[config.mk]
export PLATFORM = sky130hd
export DESIGN_NAME = change_dispenser
export DESIGN_NICKNAME = d
export VERILOG_FILES = /design/src/rtl/vending_pkg.sv /design/src/rtl/change_check.sv /design/src/rtl/change_dispenser.sv
export SDC_FILE = /design/constraint.sdc
export NUM_CORES = 1
export LEC_CHECK = 0
export ABC_AREA = 0
export ABC_CLOCK_PERIOD_IN_PS = 6400
export BUFFER_PORTS_ARGS = -buffer_cell sky130_fd_sc_hd__buf_2
export CORE_MARGIN = 2
export CORE_UTILIZATION = 55
export CTS_BUF_LIST = sky130_fd_sc_hd__clkbuf_2
export DETAILED_ROUTE_END_ITERATION = 8
export GPL_TIMING_DRIVEN = 0
export PLACE_DENSITY = 0.75
export SYNTH_ARGS = -nofsm -noshare
export SYNTH_HDL_FRONTEND = slang
export SYNTH_SLANG_ARGS = --single-unit
[constraint.sdc]
create_clock -name clk -period 6.4 [get_ports clk]
set_input_delay 0.96 -clock clk [delete_from_list [all_inputs] [get_ports clk]]
set_output_delay 0.96 -clock clk [all_outputs]
set_load 0.005 [all_outputs]
[src/rtl/vending_pkg.sv]
// ============================================================================
// vending_pkg : coin constants, denomination codes and dispenser state type
// Revision    : 1.0
// ============================================================================
`default_nettype none

package vending_pkg;

    localparam int COIN_5  = 5;
    localparam int COIN_10 = 10;

    localparam logic DEN_5  = 1'b0;
    localparam logic DEN_10 = 1'b1;

    typedef enum logic [2:0] {
        IDLE  = 3'd0,
        CHECK = 3'd1,
        ISSUE = 3'd2,
        DONE  = 3'd3,
        ERR   = 3'd4
    } disp_state_t;

endpackage

`default_nettype wire

[src/rtl/change_check.sv]
// ============================================================================
// change_check : greedy feasibility test of a change amount against hopper stock
// Revision     : 1.0
// ============================================================================
`default_nettype none

module change_check
    import vending_pkg::*;
#(
    parameter int AMT_W   = 5,
    parameter int STOCK_W = 4
) (
    input  logic [AMT_W-1:0]   rem,
    input  logic [STOCK_W-1:0] stock10,
    input  logic [STOCK_W-1:0] stock5,
    output logic               ok,
    output logic               is_zero
);

    // One bit of headroom over the amount, widened further if stock is wider.
    localparam int CW = ((AMT_W + 1) > STOCK_W) ? (AMT_W + 1) : STOCK_W;

    localparam logic [CW-1:0] c_ten  = CW'(COIN_10);
    localparam logic [CW-1:0] c_five = CW'(COIN_5);

    logic [CW-1:0] w_rem;
    logic [CW-1:0] w_s10;
    logic [CW-1:0] w_s5;
    logic [CW-1:0] w_q10;
    logic [CW-1:0] w_n10;
    logic [CW-1:0] w_rest;
    logic [CW-1:0] w_n5;

    assign w_rem  = CW'(rem);
    assign w_s10  = CW'(stock10);
    assign w_s5   = CW'(stock5);
    assign w_q10  = w_rem / c_ten;
    assign w_n10  = (w_q10 < w_s10) ? w_q10 : w_s10;
    assign w_rest = w_rem - (w_n10 * c_ten);
    assign w_n5   = w_rest / c_five;

    assign ok      = ((w_rem % c_five) == '0) && (w_n5 <= w_s5);
    assign is_zero = (rem == '0);

endmodule

`default_nettype wire

[src/rtl/change_dispenser.sv]
// ============================================================================
// change_dispenser : pays out change one coin at a time from 10/5-unit hoppers
// Revision         : 1.0
// ============================================================================
`default_nettype none

module change_dispenser
    import vending_pkg::*;
#(
    parameter int AMT_W        = 5,
    parameter int STOCK_W      = 4,
    parameter int STOCK10_INIT = 8,
    parameter int STOCK5_INIT  = 8
) (
    input  logic               clk,
    input  logic               rst,
    input  logic               req_valid,
    input  logic [AMT_W-1:0]   req_amount,
    output logic               req_ready,
    output logic               coin_valid,
    output logic               coin_den,
    input  logic               coin_ack,
    output logic               done,
    output logic               err,
    input  logic               refill,
    output logic [STOCK_W-1:0] stock10,
    output logic [STOCK_W-1:0] stock5
);

    localparam logic [AMT_W-1:0]   c_amt10  = AMT_W'(COIN_10);
    localparam logic [AMT_W-1:0]   c_amt5   = AMT_W'(COIN_5);
    localparam logic [STOCK_W-1:0] c_init10 = STOCK_W'(STOCK10_INIT);
    localparam logic [STOCK_W-1:0] c_init5  = STOCK_W'(STOCK5_INIT);
    localparam logic [STOCK_W-1:0] c_one    = STOCK_W'(1);

    disp_state_t        r_state;
    disp_state_t        w_next;
    logic [AMT_W-1:0]   r_rem;
    logic [STOCK_W-1:0] r_stock10;
    logic [STOCK_W-1:0] r_stock5;

    logic               w_is_issue;
    logic               w_take10;
    logic               w_xfer;
    logic [AMT_W-1:0]   w_rem_after;
    logic               w_ok;
    logic               w_zero;

    change_check #(
        .AMT_W   (AMT_W),
        .STOCK_W (STOCK_W)
    ) u_check (
        .rem     (r_rem),
        .stock10 (r_stock10),
        .stock5  (r_stock5),
        .ok      (w_ok),
        .is_zero (w_zero)
    );

    // Denomination derives only from registered rem/stock, so it holds while stalled.
    assign w_is_issue  = (r_state == ISSUE);
    assign w_take10    = w_is_issue && (r_rem >= c_amt10) && (r_stock10 != '0);
    assign w_xfer      = w_is_issue && coin_ack;
    assign w_rem_after = r_rem - (w_take10 ? c_amt10 : c_amt5);

    assign req_ready  = (r_state == IDLE);
    assign coin_valid = w_is_issue;
    assign coin_den   = w_take10 ? DEN_10 : DEN_5;
    assign done       = (r_state == DONE);
    assign err        = (r_state == ERR);
    assign stock10    = r_stock10;
    assign stock5     = r_stock5;

    always_ff @(posedge clk or posedge rst) begin
        if (rst) begin
            r_state <= IDLE;
        end else begin
            r_state <= w_next;
        end
    end

    always_comb begin
        w_next = r_state;
        case (r_state)
            IDLE:    if (req_valid) w_next = CHECK;
            CHECK: begin
                if (!w_ok)       w_next = ERR;
                else if (w_zero) w_next = DONE;
                else             w_next = ISSUE;
            end
            ISSUE:   if (w_xfer && (w_rem_after == '0)) w_next = DONE;
            DONE:    w_next = IDLE;
            ERR:     w_next = IDLE;
            default: w_next = IDLE;
        endcase
    end

    always_ff @(posedge clk or posedge rst) begin
        if (rst) begin
            r_rem     <= '0;
            r_stock10 <= c_init10;
            r_stock5  <= c_init5;
        end else begin
            if (r_state == IDLE) begin
                if (refill) begin
                    r_stock10 <= c_init10;
                    r_stock5  <= c_init5;
                end
                if (req_valid) begin
                    r_rem <= req_amount;
                end
            end else if (w_xfer) begin
                r_rem <= w_rem_after;
                if (w_take10) begin
                    r_stock10 <= r_stock10 - c_one;
                end else begin
                    r_stock5 <= r_stock5 - c_one;
                end
            end
        end
    end

endmodule

`default_nettype wire

# == Word-level counts from Yosys, hierarchy flattened ==
# Cells that the tools add are included.
# totals
register_bits,16
inputBits,10
wordCells,57
# classes
n_addsub,4
n_mul,1
n_div,3
n_lt_le_gt_ge,3
eq_ne,8
mux,18
reduce_logical,16
# ops
operator,count
$mux W4,8
$mux W5,3
$logic_not A5 Y1,2
$mux W3,3
$pmux W3 S3,1
$sub A4 B1 Y4 const B,2
$div A5 B4 Y6 const B,1
$div A6 B3 Y6 const B,1
$eq A3 B2 Y1 const B,2
$le A6 B4 Y1,1
$logic_not A6 Y1,1
$lt A6 B4 Y1,1
$mod A5 B3 Y6 const B,1
$mul A6 B3 Y5 const B,1
$mux W6,1
$reduce_and A3 Y1,2
$sub A5 B6 Y6,1
$ge A5 B4 Y1 const B,1
$logic_and A1 B1 Y1,5
$sub A5 B4 Y5,1
$ne A2 B1 Y1 const B,2
$ne A2 B2 Y1 const B,2
$reduce_and A2 Y1,2
$reduce_bool A2 Y1,2
5 further kinds,6

# == Longest topological paths before layout ==
# depth
word_depth,10
depth_mapped,31

# == Modules after synthesis ==
# From an unflattened synthesis, not the netlist that was laid out.
# hier_totals
cells_unflattened,259
area_unflattened_um2,2145.8
# modules_own_cells
mod,n_inst,cells_each,area_each_um2,seq_area_each_um2
change_check,1,150,1127.3,0.0
change_dispenser,1,109,1018.5,402.9

# == Worst setup path before layout ==
# OpenSTA, ideal clock, no wires.
# synth_path
path_type,register to register
from,register r_rem[3]
to,register r_state[2]
setup_ps,129
arrival_ps,5655
setup_slack_ps,616
path_stages_with_launch,29
n_path_buf,1
period_less_slack_ps,5784
cell_sequence,dfrtp_1 > clkbuf_8 > nor2_1 > inv_1 > ha_1 > o21ai_0 > nand3_1 > a21oi_1 > nor3_1 > mux2_2 > ha_1 > inv_1 > ha_1 > and3b_1 > nor3_1 > nor2_1 > inv_1 > ha_1 > nand2b_1 > a21oi_1 > nor4_1 > a2bb2oi_1 > a21o_1 > o2111ai_1 > a31o_2 > ha_1 > nand4_1 > a221o_1 > o41a_1
# synth_via
elab_chain_cells,10
word_cells_on_any_way,21
classes_between,add/sub: 2; mul: 1; div: 3; order compare: 3; eq/ne: 1; mux: 4; reduce/logical: 7
# synth_rtl
item,line_no,rtl
from (decl),change_dispenser.sv:38,logic [AMT_W-1:0] r_rem;
from (signal assigned),change_dispenser.sv:110,r_rem <= req_amount;
from (signal assigned),change_dispenser.sv:113,r_rem <= w_rem_after;
$div A5 B4 Y6,change_check.sv:37,assign w_q10 = w_rem / c_ten;
$lt A6 B4 Y1,change_check.sv:38,assign w_n10 = (w_q10 < w_s10) ? w_q10 : w_s10;
$mux W6,change_check.sv:38,
$mul A6 B3 Y5,change_check.sv:39,assign w_rest = w_rem - (w_n10 * c_ten);
$sub A5 B6 Y6,change_check.sv:39,
$div A6 B3 Y6,change_check.sv:40,assign w_n5 = w_rest / c_five;
$le A6 B4 Y1,change_check.sv:42,assign ok = ((w_rem % c_five) == '0) && (w_n5 <= w_s5);
$logic_and A1 B1 Y1,change_check.sv:42,
$mux W3,change_dispenser.sv:87,if (!w_ok) w_next = ERR;
$pmux W3 S3,change_dispenser.sv:84,case (r_state)
to (signal assigned),change_dispenser.sv:78,r_state <= w_next;
to (decl),change_dispenser.sv:36,disp_state_t r_state;
# Parallel ways exist; a longest one is shown, timed or not.
# A chain may end at the register's enable or synchronous reset.

# == Worst setup path in the final report ==
# layout_path
from,register r_rem[3]
to,register r_state[1]
# The elaborated chain is that of the path after synthesis.

==> flow_summary_export.csv <==
group,metric,value,unit
status,status,"finished clean",
setup_path,worstReg2RegStart,"r_rem[3]$_DFFE_PP0P_",
global_route,grt_overflow,0,
placement,dp_hpwl,3.392,mm
layout,seqCellArea,406.6,um^2
clock_network,clkSlewWorstSetupHoldPaths,160,ps
yosys,yosys.area.top_type_share,17.80,%
clock_network,cts_made_buffers,3,
yosys,ys_ff_latch,16,
floorplanning,initial_utilization,58.07,%
global_route,grt_first_pass_wirelength,7.810,mm
sta,fin_skew,11.55,ps
floorplanning,fp.dieH,63.82,um
clock_network,clockRootBuffer,"clkbuf_2",
drt,route.detailed.drc,0,
hold_path,whs_endpoint,"stock10[3]$_DFFE_PP1P_",
yosys,syn_inst,243,
drt,ant_nets,0,
floorplanning,fp-row-count,21,
setup_path,start_kind,"flop",
clock_network,htree_levels,1,
global_route,grt_use_total,23.37,%
layout,final_net_count,313,
floorplanning,die_w,63.82,um
job,max_cap_viol_count,0,
setup_path,r2r_cells,30,
setup_path,critPathKind,"flop to flop",
placement,dpl_cell_area,2140,um^2
layout,drive_gt1_share,24.73,%
yosys,dominantRegCellSynth,"dfrtp_1",
sta,slew_viol_final,0,
setup_path,crit_path_top_delay_cell,"dfrtp_2",
layout,fin_area,2297,um^2
drt,via_per_inst,5.854,
drt,wl,4.446,mm
yosys,synth-seq-area-share,20.47,%
drt,vias,1879,
global_route,antenna_found_initial,0,
setup_path,cpPeakStageDelay,460,ps
clock_network,cts_tree,"done",
clock_network,clock-sinks,16,
setup_path,cp.arrival,6190,ps
layout,stdcell_count,321,
sta,finalCritPeriodShare,93.81,%
sta,max_slew.worst_pin.slew,907.8,ps
yosys,netlist_top_cells_area,"dfrtp_1 (18%), ha_1 (16%), a21oi_1 (6.1%)",
setup_path,rr_endpoint,"r_state[1]$_DFFE_PP0P_",
hold_path,hold_class,"flop to flop",
global_route,grt_max_degree,17,
yosys,synth-edff-count,0,
yosys,syn-cell-area,1968,um^2
floorplanning,ios,23,
yosys,yosysWarnings,0,
clock_network,clock_latency,290,ps
layout,multiInputGateArea,1539,um^2
sta,fmax,166.6,MHz
layout,diodes,0,
placement,placedCellCount,312,
clock_network,cts_hold_buf,0,
global_route,grt_pass1_vias,1745,
sta,final_hold_viol_count,0,
setup_path,r2r_slack,400,ps
setup_path,cp_max_fo,10,
drt,drt-pass1-iter-count,4,
yosys,ys_types,60,
yosys,ys_async_sr_fraction,100.0,%
drt,drt-initial-drc-count,73,
sta,slew_headroom,39.48,%
setup_path,crit_required,6580,ps
sta,min_period,6004,ps
placement,place_congestion,0.8026,
yosys,avgSynthCellArea,8.099,um^2
floorplanning,die_area,4073,um^2
drt,post_drt_wl_per_cell,13.85,um
layout,fillerInstances,272,
hold_path,min-delay-start,"stock10[3]$_DFFE_PP1P_",
sta,finalSetupViolCount,0,
setup_path,critPathCaptureType,"flop",
clock_network,clockBufferDepth,2,
floorplanning,core,3390,um^2
placement,portBuffers,22,
yosys,yosysTopAreaCell,"dfrtp_1",
hold_path,hold_depth,2,
layout,area_delta_synth_final,16.72,%
-- area by class of cell --
cell class / instances / area share [%]
buffer: 4 / 1.471
clock buffer: 3 / 0.6536
clock inverter: 1 / 0.1634
inverter: 25 / 4.085
multi-input combinational: 199 / 66.99
sequential: 16 / 17.70
tap: 46 / 2.505
timing repair buffer: 27 / 6.427
-- layout by cell type, fill, tap and decap left out, types with 6 or more instances in the layout --
cell type,count
inv_1,25
buf_2,23
a21oi_1,23
nand2_1,23
ha_1,22
nor2_1,12
o21ai_0,12
dfrtp_1,11
mux2i_1,7
nand3_1,7
xnor2_1,6
-- worst max path at each step --
| stage | from | endpoint | cells past startpoint |
|---|---|---|---|
| floorplan | r_rem[3]$_DFFE_PP0P_ | r_state[2]$_DFFE_PP0P_ | 28 |
| global placement | r_rem[3]$_DFFE_PP0P_ | r_state[2]$_DFFE_PP0P_ | 26 |
| detailed placement | r_rem[3]$_DFFE_PP0P_ | r_state[2]$_DFFE_PP0P_ | 26 |
| CTS | r_rem[3]$_DFFE_PP0P_ | r_state[2]$_DFFE_PP0P_ | 28 |
| global route | r_rem[3]$_DFFE_PP0P_ | r_state[1]$_DFFE_PP0P_ | 31 |
| finish | r_rem[3]$_DFFE_PP0P_ | r_state[1]$_DFFE_PP0P_ | 30 |
-- metrics by stage --
stage	setup TNS (ps)	worst slack (ps)	hold WS [ps]	utilization, %
finish	0	396.4	615.9	67.77
global route	-55.62	-55.62	655.7	67.77
CTS	0	96.86	617.5	64.19
detailed placement	-441.4	-179.1	582.2	63.12
global placement	-136.5	-74.05	592.9	63.12
floorplan	0	615.9	557.0	-
-- Yosys cell counts, drive strengths merged, types with 2 or more instances --
cell type	instances
mux2i	7
nor3b	3
nand2b	3
inv	25
nor3	5
or2	2
dfstp	2
o31ai	2
o41ai	3
and3	3
clkbuf	2
nand4	3
ha	25
xor2	5
and3b	2
maj3	2
o211ai	3
xnor2	6
nand3	7
nor2	13
a211oi	3
nor4	2
nand3b	2
o21ai	16
fa	2
nor2b	2
buf	2
a2bb2oi	2
nand2	23
or3	2
o22ai	2
a21o	5
and2	2
a21oi	24
dfrtp	14
-- critical path: cells and delay by family (launching register included) --
kind	cells	cell delay, ps
adders and majority gates	6	1570
buffers and inverters	5	590
DFF	1	460
muxes	1	130
AOI/OAI and AO/OA	10	1950
and+or+nand+nor	8	1180
-- repair_timing --
action	in CTS	in global routing
setup endpoints to repair	3	3
pin swaps	0	8
buffers inserted	0	5
resized for setup	4	22
-- cell families (layout without fill, tap and decap cells) --
family          after synthesis  after routing  share of synthesized area (%)
other cells                   1              2                         0.1905
simple gates                 78             78                          21.36
xor+xnor                     11             11                          4.895
mux                           8              8                          4.132
fa+ha+maj                    29             29                          18.94
flops                        16             16                          20.47
compound gates               71             71                          23.52
buf+inv                      29             60                          6.484
-- routing by layer --
| metal | GRT usage (%) | vias up | wire length [um] | share of wire (%) |
|---|---|---|---|---|
| li1 | - | 952 | - | - |
| met1 | 33.18 | 878 | 2130 | 48 |
| met2 | 38.54 | 39 | 2102 | 47 |
| met3 | 0.5282 | 10 | 111 | 2.5 |
| met4 | 7.609 | 0 | 102 | 2.3 |
| met5 | 0 | - | 0 | 0 |
-- state kept, by name, indices dropped and copies added, names as in the netlist --
name / flops
stock10: 4
r_state: 3
r_rem: 5
stock5: 4
Power is left out: the tool's default activity adds up to more than one toggle a clock period on the data nets, which glitch-free logic cannot reach.
